File: src/rtl/record_store.sv
// -----------------------------------------------------------------------------
// record_store
//
// Slot-addressed record store with a valid bitmap, occupancy count and an
// optional "best score" tracker.
//
// Parameters
//   DEPTH   : number of record slots (power of two, 2..256)
//   DATA_W  : record width in bits
//   SCORE_W : score field width; the score is req_data[SCORE_W-1:0], unsigned
//
// Ports
//   clk, sys_rst          : clock (rising edge), asynchronous active-high reset
//   req_valid / req_ready : request handshake
//   req_op                : 00 read, 01 write, 10 append, 11 delete
//   req_idx, req_data     : target slot and write payload
//   rsp_valid             : one-cycle pulse, one cycle after each accepted request
//   rsp_data, rsp_idx     : read data and slot actually used (held between pulses)
//   rsp_err               : request rejected (empty slot / store full)
//   count, full, empty    : occupancy
//   best_valid/idx/score  : slot holding the maximum valid score
//
// Optional feature (macro RECORD_STORE_BEST_EN):
//   When defined, the best_* outputs track the maximum valid score. Losing the
//   current best (delete, or overwrite with a lower score) triggers a DEPTH
//   cycle RESCAN during which req_ready is low. When undefined, best_* are 0
//   and req_ready is constant 1 outside reset.
// -----------------------------------------------------------------------------
module record_store #(
    parameter int  DEPTH   = 16,
    parameter int  DATA_W  = 160,
    parameter int  SCORE_W = 16,
    localparam int IDX_W   = $clog2(DEPTH)
) (
    input  logic               clk,
    input  logic               sys_rst,
    input  logic               req_valid,
    output logic               req_ready,
    input  logic [1:0]         req_op,
    input  logic [IDX_W-1:0]   req_idx,
    input  logic [DATA_W-1:0]  req_data,
    output logic               rsp_valid,
    output logic [DATA_W-1:0]  rsp_data,
    output logic [IDX_W-1:0]   rsp_idx,
    output logic               rsp_err,
    output logic [IDX_W:0]     count,
    output logic               full,
    output logic               empty,
    output logic               best_valid,
    output logic [IDX_W-1:0]   best_idx,
    output logic [SCORE_W-1:0] best_score
);

    localparam logic [1:0] OP_READ   = 2'b00;
    localparam logic [1:0] OP_WRITE  = 2'b01;
    localparam logic [1:0] OP_APPEND = 2'b10;
    localparam logic [1:0] OP_DELETE = 2'b11;

    typedef enum logic {
        IDLE   = 1'b0,
        RESCAN = 1'b1
    } state_t;

    state_t              state_reg;
    state_t              state_next;

    // Record payload storage: never reset, so it maps onto block RAM.
    logic [DATA_W-1:0]   mem [DEPTH];

    logic [DEPTH-1:0]    valid_reg;
    logic [IDX_W:0]      count_reg;
    logic                rsp_valid_reg;
    logic [DATA_W-1:0]   rsp_data_reg;
    logic [IDX_W-1:0]    rsp_idx_reg;
    logic                rsp_err_reg;

    logic                accept;
    logic                slot_valid;
    logic                free_found;
    logic [DEPTH-1:0]    free_vec;
    logic [DEPTH-1:0]    free_onehot;
    logic [IDX_W-1:0]    free_idx;
    logic                wr_en;
    logic [IDX_W-1:0]    wr_idx;
    logic                del_en;
    logic                op_err;
    logic                rescan_start;
    logic                scan_last;

    assign accept     = req_valid && req_ready;
    assign slot_valid = valid_reg[req_idx];

    // Lowest empty slot: isolate the lowest set bit of the free vector, then
    // encode the one-hot into a binary index bit by bit.
    assign free_vec    = ~valid_reg;
    assign free_onehot = free_vec & ~(free_vec - 1'b1);
    assign free_found  = |free_vec;

    for (genvar gi = 0; gi < IDX_W; gi++) begin : g_free_enc
        logic [DEPTH-1:0] sel;
        for (genvar gj = 0; gj < DEPTH; gj++) begin : g_sel
            assign sel[gj] = free_onehot[gj] && (((gj >> gi) & 1) == 1);
        end
        assign free_idx[gi] = |sel;
    end

    // Request decode. wr_idx doubles as the reported slot: it equals req_idx
    // for everything except a successful append.
    always_comb begin
        wr_en  = 1'b0;
        wr_idx = req_idx;
        del_en = 1'b0;
        op_err = 1'b0;
        if (accept) begin
            case (req_op)
                OP_READ: begin
                    op_err = !slot_valid;
                end
                OP_WRITE: begin
                    wr_en = 1'b1;
                end
                OP_APPEND: begin
                    if (free_found) begin
                        wr_en  = 1'b1;
                        wr_idx = free_idx;
                    end else begin
                        op_err = 1'b1;
                    end
                end
                default: begin
                    del_en = slot_valid;
                    op_err = !slot_valid;
                end
            endcase
        end
    end

    always_ff @(posedge clk) begin
        if (wr_en) begin
            mem[wr_idx] <= req_data;
        end
    end

    // A write lands in mem on its accept edge, so a read accepted on the
    // following edge already sees the new contents.
    always_ff @(posedge clk or posedge sys_rst) begin
        if (sys_rst) begin
            valid_reg     <= '0;
            count_reg     <= '0;
            rsp_valid_reg <= 1'b0;
            rsp_data_reg  <= '0;
            rsp_idx_reg   <= '0;
            rsp_err_reg   <= 1'b0;
        end else begin
            rsp_valid_reg <= accept;
            if (accept) begin
                rsp_err_reg  <= op_err;
                rsp_idx_reg  <= wr_idx;
                rsp_data_reg <= (req_op == OP_READ && slot_valid) ? mem[req_idx] : '0;
            end
            if (wr_en) begin
                valid_reg[wr_idx] <= 1'b1;
                if (!valid_reg[wr_idx]) begin
                    count_reg <= count_reg + 1'b1;
                end
            end else if (del_en) begin
                valid_reg[req_idx] <= 1'b0;
                count_reg          <= count_reg - 1'b1;
            end
        end
    end

    // FSM: state register plus next-state/ready decode.
    always_ff @(posedge clk or posedge sys_rst) begin
        if (sys_rst) begin
            state_reg <= IDLE;
        end else begin
            state_reg <= state_next;
        end
    end

    always_comb begin
        state_next = state_reg;
        req_ready  = 1'b0;
        case (state_reg)
            IDLE: begin
                req_ready = 1'b1;
                if (rescan_start) begin
                    state_next = RESCAN;
                end
            end
            RESCAN: begin
                if (scan_last) begin
                    state_next = IDLE;
                end
            end
            default: state_next = IDLE;
        endcase
    end

`ifdef RECORD_STORE_BEST_EN
    // Shadow copy of each slot's score so the scan can look at one slot per
    // cycle without competing with the payload RAM port.
    logic [SCORE_W-1:0]  score_mem [DEPTH];
    logic [SCORE_W-1:0]  new_score;
    logic                best_valid_reg;
    logic [IDX_W-1:0]    best_idx_reg;
    logic [SCORE_W-1:0]  best_score_reg;
    logic [IDX_W-1:0]    scan_idx_reg;
    logic                cand_valid_reg;
    logic [IDX_W-1:0]    cand_idx_reg;
    logic [SCORE_W-1:0]  cand_score_reg;
    logic [SCORE_W-1:0]  cur_score;
    logic                best_take;
    logic                scan_take;

    assign new_score = req_data[SCORE_W-1:0];

    // Strictly greater replaces the best, so ties keep the incumbent.
    assign best_take = wr_en && (!best_valid_reg || new_score > best_score_reg);

    // Only losing the current best forces a full rescan; any other change
    // can be folded in incrementally.
    assign rescan_start = accept && best_valid_reg && (req_idx == best_idx_reg) &&
                          ((req_op == OP_DELETE) ||
                           (req_op == OP_WRITE && new_score < best_score_reg));

    assign cur_score = score_mem[scan_idx_reg];
    // Strict compare while walking upwards keeps the lowest index on ties.
    assign scan_take = valid_reg[scan_idx_reg] &&
                       (!cand_valid_reg || cur_score > cand_score_reg);
    assign scan_last = (scan_idx_reg == IDX_W'(DEPTH - 1));

    always_ff @(posedge clk) begin
        if (wr_en) begin
            score_mem[wr_idx] <= new_score;
        end
    end

    always_ff @(posedge clk or posedge sys_rst) begin
        if (sys_rst) begin
            best_valid_reg <= 1'b0;
            best_idx_reg   <= '0;
            best_score_reg <= '0;
            scan_idx_reg   <= '0;
            cand_valid_reg <= 1'b0;
            cand_idx_reg   <= '0;
            cand_score_reg <= '0;
        end else if (state_reg == IDLE) begin
            scan_idx_reg   <= '0;
            cand_valid_reg <= 1'b0;
            cand_idx_reg   <= '0;
            cand_score_reg <= '0;
            if (best_take) begin
                best_valid_reg <= 1'b1;
                best_idx_reg   <= wr_idx;
                best_score_reg <= new_score;
            end
        end else begin
            scan_idx_reg <= scan_idx_reg + 1'b1;
            if (scan_take) begin
                cand_valid_reg <= 1'b1;
                cand_idx_reg   <= scan_idx_reg;
                cand_score_reg <= cur_score;
            end
            // Last slot is merged directly into the result so the scan
            // finishes in exactly DEPTH cycles.
            if (scan_last) begin
                best_valid_reg <= scan_take || cand_valid_reg;
                best_idx_reg   <= scan_take ? scan_idx_reg : cand_idx_reg;
                best_score_reg <= scan_take ? cur_score : cand_score_reg;
            end
        end
    end

    assign best_valid = best_valid_reg;
    assign best_idx   = best_idx_reg;
    assign best_score = best_score_reg;
`else
    assign rescan_start = 1'b0;
    assign scan_last    = 1'b1;
    assign best_valid   = 1'b0;
    assign best_idx     = '0;
    assign best_score   = '0;
`endif

    assign rsp_valid = rsp_valid_reg;
    assign rsp_data  = rsp_data_reg;
    assign rsp_idx   = rsp_idx_reg;
    assign rsp_err   = rsp_err_reg;
    assign count     = count_reg;
    assign full      = (count_reg == (IDX_W + 1)'(DEPTH));
    assign empty     = (count_reg == '0);

endmodule
File: config.mk
export PLATFORM = sky130hd
export DESIGN_NAME = record_store
export DESIGN_NICKNAME = d
export VERILOG_FILES = /design/src/rtl/record_store.sv
export SDC_FILE = /design/constraint.sdc
export NUM_CORES = 2
export LEC_CHECK = 0
export BUFFER_PORTS_ARGS = -buffer_cell sky130_fd_sc_hd__buf_4
export CAP_MARGIN = 20
export CELL_PAD_IN_SITES_DETAIL_PLACEMENT = 2
export CELL_PAD_IN_SITES_GLOBAL_PLACEMENT = 2
export CORE_MARGIN = 1
export CORE_UTILIZATION = 30
export DETAILED_ROUTE_END_ITERATION = 12
export PLACE_DENSITY = 0.6
export SYNTH_ARGS = -nofsm -noshare
export SYNTH_HDL_FRONTEND = slang
export SYNTH_SLANG_ARGS = --single-unit
File: constraint.sdc
create_clock -name clk -period 15.45 [get_ports clk]
set_clock_uncertainty 0.15 [all_clocks]
set_input_delay 1.545 -clock clk [delete_from_list [all_inputs] [get_ports clk]]
set_output_delay 1.545 -clock clk [all_outputs]
set_load 0.05 [all_outputs]
==> results.py <==
metrics = {
    "timing": {
        "post-route-period-util": 0.396,
        "slew_headroom": 0.260,
        "timing.fmax_mhz": 163,
        "fin_tns_setup_ns": 0,
        "setup_viol": 0,
        "tightest_slew_ns": 1.11,
        "min_period_ns": 6.12,
        "timing_hold_violations_final": 0,
        "maxSlewViolCount": 0,
        "rsz0062_at_grt": "false",
    },
    "synthesis": {
        "synth_edf_count": 2560,
        "ys_seq_elements": 2747,
        "synth_top_family_by_area": "multiplexers",
        "synth_fa_ha_area_frac": 0.00104,
        "yosysTopAreaCell": "edfxtp_1",
        "synth_area_mm2": 0.104,
        "ys_seq_area_frac": 0.787,
        "ys_warn_count": 0,
        "yosysMostFrequentCell": "edfxtp_1",
        "netlist_top_cells_count": "edfxtp_1, mux4_2, clkbuf_1, dfrtp_1, a32o_1",
        "ys_types": 66,
        "syn_inst": 4180,
        "synthSimpleGateAreaFrac": 0.00428,
        "synth_compound_area_frac": 0.0205,
        "synthArstFlopShare": 0.0681,
        "synth_ff_type": "edfxtp_1",
        "synthTopCellsByArea": "edfxtp_1, mux4_2, dfrtp_1",
        "synthMuxAreaShare": 0.176,
        "synth-xor-area-share": 0.000253,
        "synth_top_cell_area_share": 0.741,
        "syn_avg_cell_area_um2": 24.8,
    },
    "grt": {
        "grt_max_degree": 94,
        "grt_antenna_before_repair": 70,
        "overflow": 0,
        "grt_pass1_vias": 53200,
        "gr-usage-all-layers": 0.171,
        "grt_pass1_wl_mm": 424,
    },
    "critical_path": {
        "path_class": "reg -> reg",
        "startpoint_type": "register",
        "crit_path_frequent_cell": "buf_4",
        "cp_max_fo": 72,
        "crit_required_ns": 15.80,
        "slowest_delay_ns": 0.78,
        "worst-endpoint-arrival_ns": 6.47,
        "path_cells": "nand4_2, or4_1, a21oi_2, a31oi_1, or3_1, nor2_4, buf_4, buf_12, buf_4",
        "cp.buffers_inverters": 3,
        "path_delay_family": "simple AND/OR/NAND/NOR gates",
        "endpoint_kind": "register",
        "slowest_stage": "or4_1",
    },
    "finish": {
        "largest_reg_flops": 2560,
        "area_growth_syn_to_layout_pct": 17.5,
        "post-route-util": 0.355,
        "finalNetCount": 4872,
        "drive_above_1_share": 0.348,
        "fill_cells": 32700,
    },
    "floorplanning": {
        "die_x_um": 590,
        "initial_core_util": 0.302,
        "ios": 364,
        "core_area_mm2": 0.344,
        "die_h_um": 590,
        "rows": 215,
        "dieArea_mm2": 0.348,
    },
    "clock_tree": {
        "clk_pin_slew_ns": 0.06,
        "cts_setup_buffers": 0,
        "cts_made_buffers": 304,
        "cts-hold-fix-buffers": 0,
        "ctsResizeCount": 0,
        "htreeDepth": 5,
        "cts_tree": "yes",
        "clock-root-buffer": "clkbuf_16",
        "clockBufferDepth": 4,
        "cts.sinks": 2747,
        "clk_latency_ns": 0.92,
    },
    "power": {
        "peakVddDrop_mv": 0.0853,
        "p_leak_uw": 0.0387,
        "p_per_area_mw_per_mm2": 135,
    },
    "route": {
        "drt_wl_total_mm": 302,
        "wl_per_cell_um": 31.7,
        "viasPerCell": 5.13,
        "drc_errors": 0,
        "firstDrtPassIters": 5,
        "vias": 48800,
        "drt_iter0_markers": 4306,
        "drtAntennaViolNets": 0,
    },
    "placement": {
        "dp_hpwl_mm": 164,
        "io_buffers": 341,
        "gp_congestion": 0.738,
    },
    "flow_run": {
        "max_cap_viol_count": 0,
    },
    "run_status": {
        "run_status": "finished clean",
    },
    "worst_hold_path": {
        "holdCritPathClass": "reg -> reg",
    },
}
## area by class of cell
type	count	area, um2	share of cell area
sequential	2747	81600	0.670
multi-input combinational	1176	21200	0.174
timing repair buffer	450	3530	0.0290
clock buffer	413	8320	0.0683
tap	4557	5700	0.0468
clock inverter	137	1370	0.0112
antenna	16	40.0	0.000329
inverter	16	75.1	0.000616
## kinds of logic (layout without fill, tap and decap cells)
| kind of cell | after synthesis | count (layout) |
|---|---|---|
| buf+inv | 277 | 1016 |
| simple gates | 88 | 88 |
| compound gates | 239 | 239 |
| other cells | 2 | 38 |
| mux | 816 | 816 |
| flops | 2747 | 2747 |
| fa+ha+maj | 8 | 8 |
| xor+xnor | 3 | 3 |
## through the flow
stage	instance area [um2]	std cells	setup WS, ns	hold slack, ns	power [uW]
floorplan	104000	4200	5.04	0.394	9070
global placement	112000	8944	8.06	0.326	9500
detailed placement	112000	8945	8.42	0.334	9530
CTS	122000	9495	9.26	0.348	16700
global route	122000	9499	9.09	0.355	17000
finish	122000	9512	9.33	0.339	16500
## metal layers
layer | global-route usage | wire length [um]
met5 | 0 | 405
met4 | 0.0365 | 6360
met3 | 0.0431 | 20400
met2 | 0.278 | 144000
met1 | 0.233 | 130000
## worst reg2reg max path, delay by kind of cell (launching register included)
kind	cells	cell delay [ns]
AO/OA/AOI/OAI	2	0.41
buffers and inverters	3	2.13
flip-flops	1	0.56
AND/OR/NAND/NOR	4	2.41
## cell usage in the layout, fill, tap and decap left out, types with 4 or more instances in the layout
cell        count
nor2_1         14
nand2b_1        5
nor2_4         16
buf_8           4
and2_1          4
o21ai_0        38
bufinv_16      18
clkbuf_1       85
clkinvlp_4      8
mux2i_1         5
clkbuf_8       18
a32o_1        160
a21oi_1         8
inv_1          13
inv_6           8
ha_1            6
clkbuf_16     310
clkinv_4        5
dfrtp_1       187
conb_1         22
mux4_2        806
clkinv_8        8
buf_12         10
buf_4         436
edfxtp_1     2560
diode_2        16
nand2_1        19
clkinv_2       44
nand3_1         4
clkinv_1       40
## power by group
part           leakage [uW]  internal (uW)  switching, uW  total, uW
Clock               0.00472           4100           3040       7140
Sequential           0.0256           8220           82.5       8300
Combinational       0.00836            383            674       1060
Total                0.0387          12700           3800      16500
## path summary, 6_finish.rpt
kind | start | endpoint | slack, ns | depth (start not counted)
max | valid_reg[1] | mem[2][81] | 9.33 | 9
max in group asynchronous | sys_rst | rsp_data[73] | 12.53 | 4
min | rsp_data[6] | rsp_data[6] | 0.34 | 1
min in group asynchronous | sys_rst | rsp_data[33] | 0.56 | 2
min reg2reg | rsp_data[6] | rsp_data[6] | 0.34 | 1
max reg2reg | valid_reg[1] | mem[2][81] | 9.33 | 9
No activity file was read; power rests on OpenSTA's default activity.
